File: config.mk
export PLATFORM = sky130hd
export DESIGN_NAME = ahb_sram_phase_ctrl_flat
export DESIGN_NICKNAME = d
export VERILOG_FILES = /design/src/rtl/ahb_sram_phase_ctrl_if.sv /design/src/rtl/ahb_sram_phase_ctrl.sv /design/src/flat_wrapper.sv
export SDC_FILE = /design/constraint.sdc
export NUM_CORES = 1
export LEC_CHECK = 0
export CELL_PAD_IN_SITES_DETAIL_PLACEMENT = 1
export CELL_PAD_IN_SITES_GLOBAL_PLACEMENT = 1
export CORE_AREA = 2 2 73 75
export CTS_CLUSTER_SIZE = 28
export DETAILED_ROUTE_END_ITERATION = 7
export DIE_AREA = 0 0 75 77
export DONT_BUFFER_PORTS = 1
export PLACE_DENSITY_LB_ADDON = 0.1
export RECOVER_POWER = 50
export SYNTH_ARGS = -nofsm -noshare
export SYNTH_HDL_FRONTEND = slang
export SYNTH_SLANG_ARGS = --single-unit
File: constraint.sdc
create_clock -name HCLK -period 1.5 [get_ports HCLK]
set_input_delay 0.3 -clock HCLK [delete_from_list [all_inputs] [get_ports HCLK]]
set_output_delay 0.3 -clock HCLK [all_outputs]
set_load 0.02 [all_outputs]
File: src/rtl/ahb_sram_phase_ctrl_if.sv
// ---------------------------------------------------------------------------
// ahb_sram_phase_ctrl_if
// AHB-Lite slave-side bus bundle for the SRAM phase controller.
//   master modport : drives address/control/write data, samples response
//   slave  modport : samples address/control/write data, drives response
// Signals: HSEL, HADDR[31:0], HTRANS[1:0], HWRITE, HSIZE[2:0], HREADY,
//          HWDATA[31:0] (master -> slave); HRDATA[31:0], HREADYOUT,
//          HRESP (slave -> master).
// ---------------------------------------------------------------------------
interface ahb_sram_phase_ctrl_if;
   logic        HSEL;
   logic [31:0] HADDR;
   logic [1:0]  HTRANS;
   logic        HWRITE;
   logic [2:0]  HSIZE;
   logic        HREADY;
   logic [31:0] HWDATA;
   logic [31:0] HRDATA;
   logic        HREADYOUT;
   logic        HRESP;

   modport master (
      output HSEL, HADDR, HTRANS, HWRITE, HSIZE, HREADY, HWDATA,
      input  HRDATA, HREADYOUT, HRESP
   );

   modport slave (
      input  HSEL, HADDR, HTRANS, HWRITE, HSIZE, HREADY, HWDATA,
      output HRDATA, HREADYOUT, HRESP
   );
endinterface

File: src/rtl/ahb_sram_phase_ctrl.sv
// ---------------------------------------------------------------------------
// ahb_sram_phase_ctrl
// AHB-Lite slave front end for a 2**ADDR_WIDTH x 32 synchronous SRAM.
// Registers the address phase, produces byte lanes, strobes the SRAM for a
// single cycle, inserts one wait state on reads and answers misaligned
// transfers with a two-cycle ERROR response.
// Ports:
//   HCLK, HRESETn : clock, asynchronous active-low reset
//   bus           : AHB-Lite slave modport (request in, response out)
//   mem_cs/mem_wr/mem_rd : SRAM chip select, write and read strobes
//   mem_ad        : SRAM word address (registered address phase)
//   mem_di        : SRAM write data (HWDATA during the write data phase)
//   mem_be        : SRAM byte enables, bit i covers data[8i+7:8i]
//   mem_do        : SRAM read data, valid the cycle after mem_rd
// ---------------------------------------------------------------------------
module ahb_sram_phase_ctrl #(
   parameter int ADDR_WIDTH = 8,
   parameter int DATA_WIDTH = 32
) (
   input  logic                  HCLK,
   input  logic                  HRESETn,
   ahb_sram_phase_ctrl_if.slave  bus,
   output logic                  mem_cs,
   output logic [ADDR_WIDTH-1:0] mem_ad,
   output logic [DATA_WIDTH-1:0] mem_di,
   output logic                  mem_wr,
   output logic                  mem_rd,
   output logic [3:0]            mem_be,
   input  logic [DATA_WIDTH-1:0] mem_do
);

   typedef enum logic [2:0] {
      ST_IDLE      = 3'd0,
      ST_WRITE     = 3'd1,
      ST_READ_WAIT = 3'd2,
      ST_READ_DONE = 3'd3,
      ST_ERR1      = 3'd4,
      ST_ERR2      = 3'd5
   } state_t;

   state_t                state_r;
   state_t                next_state_s;
   logic [ADDR_WIDTH-1:0] addr_r;
   logic [3:0]            lanes_r;
   logic                  ready_s;
   logic                  accept_s;
   logic                  misaligned_s;
   logic                  unused_s;

   // Byte lanes for a transfer of the given size at the given byte offset.
   function automatic logic [3:0] lanes_f(input logic [2:0] size, input logic [1:0] offset);
      logic [3:0] lanes;
      case (size)
         3'd0:    lanes = 4'b0001 << offset;
         3'd1:    lanes = offset[1] ? 4'b1100 : 4'b0011;
         3'd2:    lanes = 4'b1111;
         default: lanes = 4'b0000;
      endcase
      return lanes;
   endfunction

   // True when size/offset do not form a naturally aligned legal transfer.
   function automatic logic misaligned_f(input logic [2:0] size, input logic [1:0] offset);
      logic bad;
      case (size)
         3'd0:    bad = 1'b0;
         3'd1:    bad = offset[0];
         3'd2:    bad = (offset != 2'b00);
         default: bad = 1'b1;
      endcase
      return bad;
   endfunction

   // Address bits above the SRAM range are dropped (address wraps), and
   // HTRANS[0] only distinguishes NONSEQ/SEQ, which this slave treats alike.
   assign unused_s = ^{bus.HADDR[31:ADDR_WIDTH+2], bus.HTRANS[0]};

   // Request qualification: a transfer is only taken in a ready state.
   always_comb begin
      accept_s     = bus.HSEL & bus.HREADY & bus.HTRANS[1];
      misaligned_s = misaligned_f(bus.HSIZE, bus.HADDR[1:0]);
      case (state_r)
         ST_IDLE, ST_WRITE, ST_READ_DONE, ST_ERR2: ready_s = 1'b1;
         default:                                  ready_s = 1'b0;
      endcase
   end

   // State register.
   always_ff @(posedge HCLK or negedge HRESETn) begin
      if (!HRESETn) begin
         state_r <= ST_IDLE;
      end else begin
         state_r <= next_state_s;
      end
   end

   // Address-phase capture: word address and byte lanes of the accepted transfer.
   always_ff @(posedge HCLK or negedge HRESETn) begin
      if (!HRESETn) begin
         addr_r  <= '0;
         lanes_r <= 4'b0000;
      end else if (ready_s && accept_s) begin
         addr_r  <= bus.HADDR[ADDR_WIDTH+1:2];
         lanes_r <= lanes_f(bus.HSIZE, bus.HADDR[1:0]);
      end else begin
         addr_r  <= addr_r;
         lanes_r <= lanes_r;
      end
   end

   // Next-state decode.
   always_comb begin
      next_state_s = ST_IDLE;
      case (state_r)
         ST_IDLE, ST_WRITE, ST_READ_DONE, ST_ERR2: begin
            if (!accept_s) begin
               next_state_s = ST_IDLE;
            end else if (misaligned_s) begin
               next_state_s = ST_ERR1;
            end else if (bus.HWRITE) begin
               next_state_s = ST_WRITE;
            end else begin
               next_state_s = ST_READ_WAIT;
            end
         end
         ST_READ_WAIT: next_state_s = ST_READ_DONE;
         ST_ERR1:      next_state_s = ST_ERR2;
         default:      next_state_s = ST_IDLE;
      endcase
   end

   // Output decode from the state register; reset forces IDLE outputs at once.
   always_comb begin
      bus.HREADYOUT = 1'b1;
      bus.HRESP     = 1'b0;
      bus.HRDATA    = 32'h0000_0000;
      mem_cs        = 1'b0;
      mem_wr        = 1'b0;
      mem_rd        = 1'b0;
      mem_be        = 4'b0000;
      mem_di        = '0;
      mem_ad        = addr_r;
      case (state_r)
         ST_IDLE: begin
            bus.HREADYOUT = 1'b1;
         end
         ST_WRITE: begin
            mem_cs = 1'b1;
            mem_wr = 1'b1;
            mem_di = bus.HWDATA;
            mem_be = lanes_r;
         end
         ST_READ_WAIT: begin
            mem_cs        = 1'b1;
            mem_rd        = 1'b1;
            mem_be        = lanes_r;
            bus.HREADYOUT = 1'b0;
         end
         ST_READ_DONE: begin
            bus.HRDATA = mem_do;
         end
         ST_ERR1: begin
            bus.HRESP     = 1'b1;
            bus.HREADYOUT = 1'b0;
         end
         ST_ERR2: begin
            bus.HRESP = 1'b1;
         end
         default: begin
            bus.HREADYOUT = 1'b1;
         end
      endcase
   end

endmodule

File: src/flat_wrapper.sv
// flat-port wrapper written by rule: the top's interface ports become plain ports
module ahb_sram_phase_ctrl_flat 
#(
   parameter int ADDR_WIDTH = 8,
   parameter int DATA_WIDTH = 32
)
  (HCLK, HRESETn, mem_cs, mem_ad, mem_di, mem_wr, mem_rd, mem_be, mem_do, bus_HSEL, bus_HADDR, bus_HTRANS, bus_HWRITE, bus_HSIZE, bus_HREADY, bus_HWDATA, bus_HRDATA, bus_HREADYOUT, bus_HRESP);
  ahb_sram_phase_ctrl_if bus_i ();
  input  logic HCLK;
  input  logic HRESETn;
  output logic mem_cs;
  output logic [ADDR_WIDTH-1:0] mem_ad;
  output logic [DATA_WIDTH-1:0] mem_di;
  output logic mem_wr;
  output logic mem_rd;
  output logic [3:0] mem_be;
  input  logic [DATA_WIDTH-1:0] mem_do;
  input wire logic [$bits(bus_i.HSEL)-1:0] bus_HSEL;
  input wire logic [$bits(bus_i.HADDR)-1:0] bus_HADDR;
  input wire logic [$bits(bus_i.HTRANS)-1:0] bus_HTRANS;
  input wire logic [$bits(bus_i.HWRITE)-1:0] bus_HWRITE;
  input wire logic [$bits(bus_i.HSIZE)-1:0] bus_HSIZE;
  input wire logic [$bits(bus_i.HREADY)-1:0] bus_HREADY;
  input wire logic [$bits(bus_i.HWDATA)-1:0] bus_HWDATA;
  output wire logic [$bits(bus_i.HRDATA)-1:0] bus_HRDATA;
  output wire logic [$bits(bus_i.HREADYOUT)-1:0] bus_HREADYOUT;
  output wire logic [$bits(bus_i.HRESP)-1:0] bus_HRESP;
  assign bus_i.HSEL = bus_HSEL;
  assign bus_i.HADDR = bus_HADDR;
  assign bus_i.HTRANS = bus_HTRANS;
  assign bus_i.HWRITE = bus_HWRITE;
  assign bus_i.HSIZE = bus_HSIZE;
  assign bus_i.HREADY = bus_HREADY;
  assign bus_i.HWDATA = bus_HWDATA;
  assign bus_HRDATA = bus_i.HRDATA;
  assign bus_HREADYOUT = bus_i.HREADYOUT;
  assign bus_HRESP = bus_i.HRESP;
  ahb_sram_phase_ctrl #(.ADDR_WIDTH(ADDR_WIDTH), .DATA_WIDTH(DATA_WIDTH)) u_core (.HCLK(HCLK), .HRESETn(HRESETn), .bus(bus_i), .mem_cs(mem_cs), .mem_ad(mem_ad), .mem_di(mem_di), .mem_wr(mem_wr), .mem_rd(mem_rd), .mem_be(mem_be), .mem_do(mem_do));
endmodule
==> metrics.md <==
| Metric | Value |
|---|---|
| Worst vdd ir | 0.000804 V |
| DRC Markers | 0 |
| Die H | 77 um |
| Unrepaired setup endpoints after global routing | true |
| GRT Total Usage | 0.139 |
| Status | complete, but fails checks |
| Slew @ Worst Pin | 647 ps |
| Total core area | 0.00498 mm2 |
| Failing checks | negative setup slack |
| Mapped cell area | 0.00122 mm2 |
| DIE WIDTH | 75 um |
| Crit path required time | 1200 ps |
| First-pass GRT wire length | 6210 um |
| Commonest non-fill, non-tap cell in the layout | and2_4 |
| Synth Net Count | 244 |
| Final-report hold violation count | 0 |
| Internal | 2.05 mW |
| CTS Sinks | 15 |
| Routability cong. | 0.777 |
| PortBufs | 0 |
| Fin worst setup slack | -207 ps |
| Largest net degree at the start of global routing | 34 |
| Vias in the first global route | 1135 |
| Flip-flop and latch area | 377 um2 |
| Logic pwr share | 0.691 |
| Initial antenna violation count | 0 |
| FP Rows | 26 |
| TritonRoute pass-1 iters | 3 |
| Final HPWL DP | 3260 um |
| Fin Hold WS | 153 ps |
| Die ar. | 0.00578 mm2 |
| Sequential fraction of the synthesis area | 0.309 |
| LEAKAGE | 0.869 nW |
| Fmax | 0.586 GHz |
| Switch share | 0.432 |
| FF-to-FF setup slack | -100 ps |
| NetSw | 1.56 mW |
| Area of the multi-input gates | 0.00112 mm2 |
| CP endpoint kind | primary output |
| Clock latency on the worst-skew pair | 240 ps |
| Final Max Slew Viols | 0 |
| # diodes | 0 |
| Xor/xnor share of the synthesized area | 0.00720 |
| Remaining antenna violation count | 0 |
| Clock power share | 0.086 |
| DRT iter0 DRCs | 27 |
| Overall routed net length | 4640 um |
| Max Cap Violations | 0 |
| YS warnings | 0 |
| Worst slew margin | 0.567 |
| Simple-gate share of the synthesized area | 0.405 |
| Fraction of the mapped netlist area in adder cells | 0 |
| # IOs | 187 |
| H-tree levels | 1 |
| Compound-cell area share of the yosys netlist | 0.0854 |
| CP Class | flop to primary output |
| Crit path max fanout | 8 |
| Part of the power in registers | 0.223 |
| #FFs+latches synth | 15 |
| DR vias/cell | 4.97 |
| Share of cells above drive strength 1 | 0.781 |
| Area Overhead vs Synth | 65.9% |
| Final period util | 1.14 |
| Avg Inst Size Synth | 8.81 um2 |
| Nets | 267 |
| Post-Syn Instances | 138 |
| Post-synthesis mux area share | 0.139 |
| Total clock buffers created by CTS | 3 |
| Number of fill cells | 546 |
| Worst hold path type | input port to flop |
| Minimum clock period | 1710 ps |
| Worst-path clk slew | 60 ps |
| Number of library cell types mapped by synthesis | 26 |
| CTS tree | done |
| GR Overflow Total | 0 |
| Clk_skew | 1.26 ps |
| Initial core utilization | 0.244 |
| Most frequent cells in the layout | and2_4, and3_4, dfrtp_1 |
| Via count | 1142 |
| Drt wl/cell | 20.2 um |
| Crit path launch type | flop |
| Clk root buf | clkbuf_8 |
| CTS max path bufs | 2 |
| Main combinational cell family by area after synthesis | simple AND/OR/NAND/NOR gates |
| Final setup fails | 86 |
| Worst EP arrival | 1410 ps |
| Util after Layout | 0.405 |
| PwrDens | 1790 mW/mm2 |
[power groups by stage]
| stage | Combinational (mW) | Clock [mW] | Sequential, mW |
|---|---|---|---|
| floorplan | 1.20 | 0 | 0.800 |
| global route | 2.65 | 0.352 | 0.831 |
| global placement | 1.51 | 0 | 0.815 |
| CTS | 2.21 | 0.324 | 0.808 |
| detailed placement | 1.55 | 0 | 0.815 |
| finish | 2.50 | 0.311 | 0.808 |
[layer usage]
metal,routed length (um),vias up,track usage
li1,-,518,-
met1,1480,531,0.140
met2,2710,93,0.277
met3,447,0,0.0315
met4,0,0,0.0232
met5,0,-,0
[timing repair]
action	4_1_cts	5_1_grt
pin swaps	22	41
hold buffers	1	0
setup buffers	7	4
endpoints found under the hold margin	15	0
setup endpoints to repair	85	87
cloned	3	3
resized for setup	124	18
[final timing paths]
kind	startpoint	to	cells past startpoint
worst min register to register	u_core.lanes_r[0]	u_core.lanes_r[0]	1
max in group asynchronous	HRESETn	u_core.state_r[1]	1
worst min-delay path	bus_HSIZE[2]	u_core.state_r[0]	1
min in group asynchronous	HRESETn	u_core.mem_ad[2]	1
worst max register to register	u_core.state_r[1]	u_core.mem_ad[6]	5
worst max-delay path	u_core.state_r[0]	mem_di[10]	6
[synth_stat cells (all sizes together)]
| cell type | instances | area share |
|---|---|---|
| inv | 4 | 0.012 |
| a21o | 1 | 0.0062 |
| nor3b | 1 | 0.0062 |
| xnor2 | 1 | 0.0072 |
| and2 | 36 | 0.19 |
| nor2b | 1 | 0.0051 |
| a21oi | 6 | 0.028 |
| nor2 | 6 | 0.025 |
| nand2b | 1 | 0.0051 |
| a31o | 1 | 0.0072 |
| buf | 3 | 0.017 |
| o21ai | 3 | 0.012 |
| o2111a | 1 | 0.010 |
| clkbuf | 8 | 0.025 |
| and3 | 32 | 0.16 |
| mux2 | 12 | 0.14 |
| o2111ai | 1 | 0.0072 |
| nor3 | 2 | 0.0082 |
| o2bb2ai | 1 | 0.0072 |
| o41ai | 1 | 0.0072 |
| dfrtp | 15 | 0.31 |
| and2b | 1 | 0.0062 |
[worst max-delay path: stages (launching register included)]
cell	delay (ps)
dfrtp_1	360
inv_2	50
buf_6	110
nor3_4	170
buf_6	160
clkbuf_16	150
and2_4	170
[layout make-up]
class	instances	area share
repair buffers	29	0.186
well taps	70	0.0434
inverters	4	0.00744
multi-input cells	108	0.554
flip-flops and latches	15	0.187
clock buffers	4	0.0223
[state kept, by name (all words and copies together), names as in the netlist]
register	flops
u_core.mem_ad	8
u_core.state_r	3
u_core.lanes_r	4
[kinds of logic (layout without fill, tap and decap cells)]
group | Yosys count | after routing
simple gates | 80 | 80
compound gates | 15 | 15
flops | 15 | 15
buf+inv | 15 | 37
mux | 12 | 12
xor+xnor | 1 | 1
[stage by stage]
step / setup WS (ps) / power (mW) / TNS [ps] / cell area, um2 / instances
global placement: -89.8 / 2.32 / -876 / 1400 / 209
floorplan: -55.3 / 2.00 / -220 / 1270 / 138
finish: -207 / 3.62 / -12830 / 2020 / 230
global route: -273 / 3.83 / -18000 / 2020 / 230
CTS: -239 / 3.35 / -12700 / 1890 / 224
detailed placement: -99.8 / 2.36 / -1420 / 1400 / 209
Power figures use the tool's default switching activity.
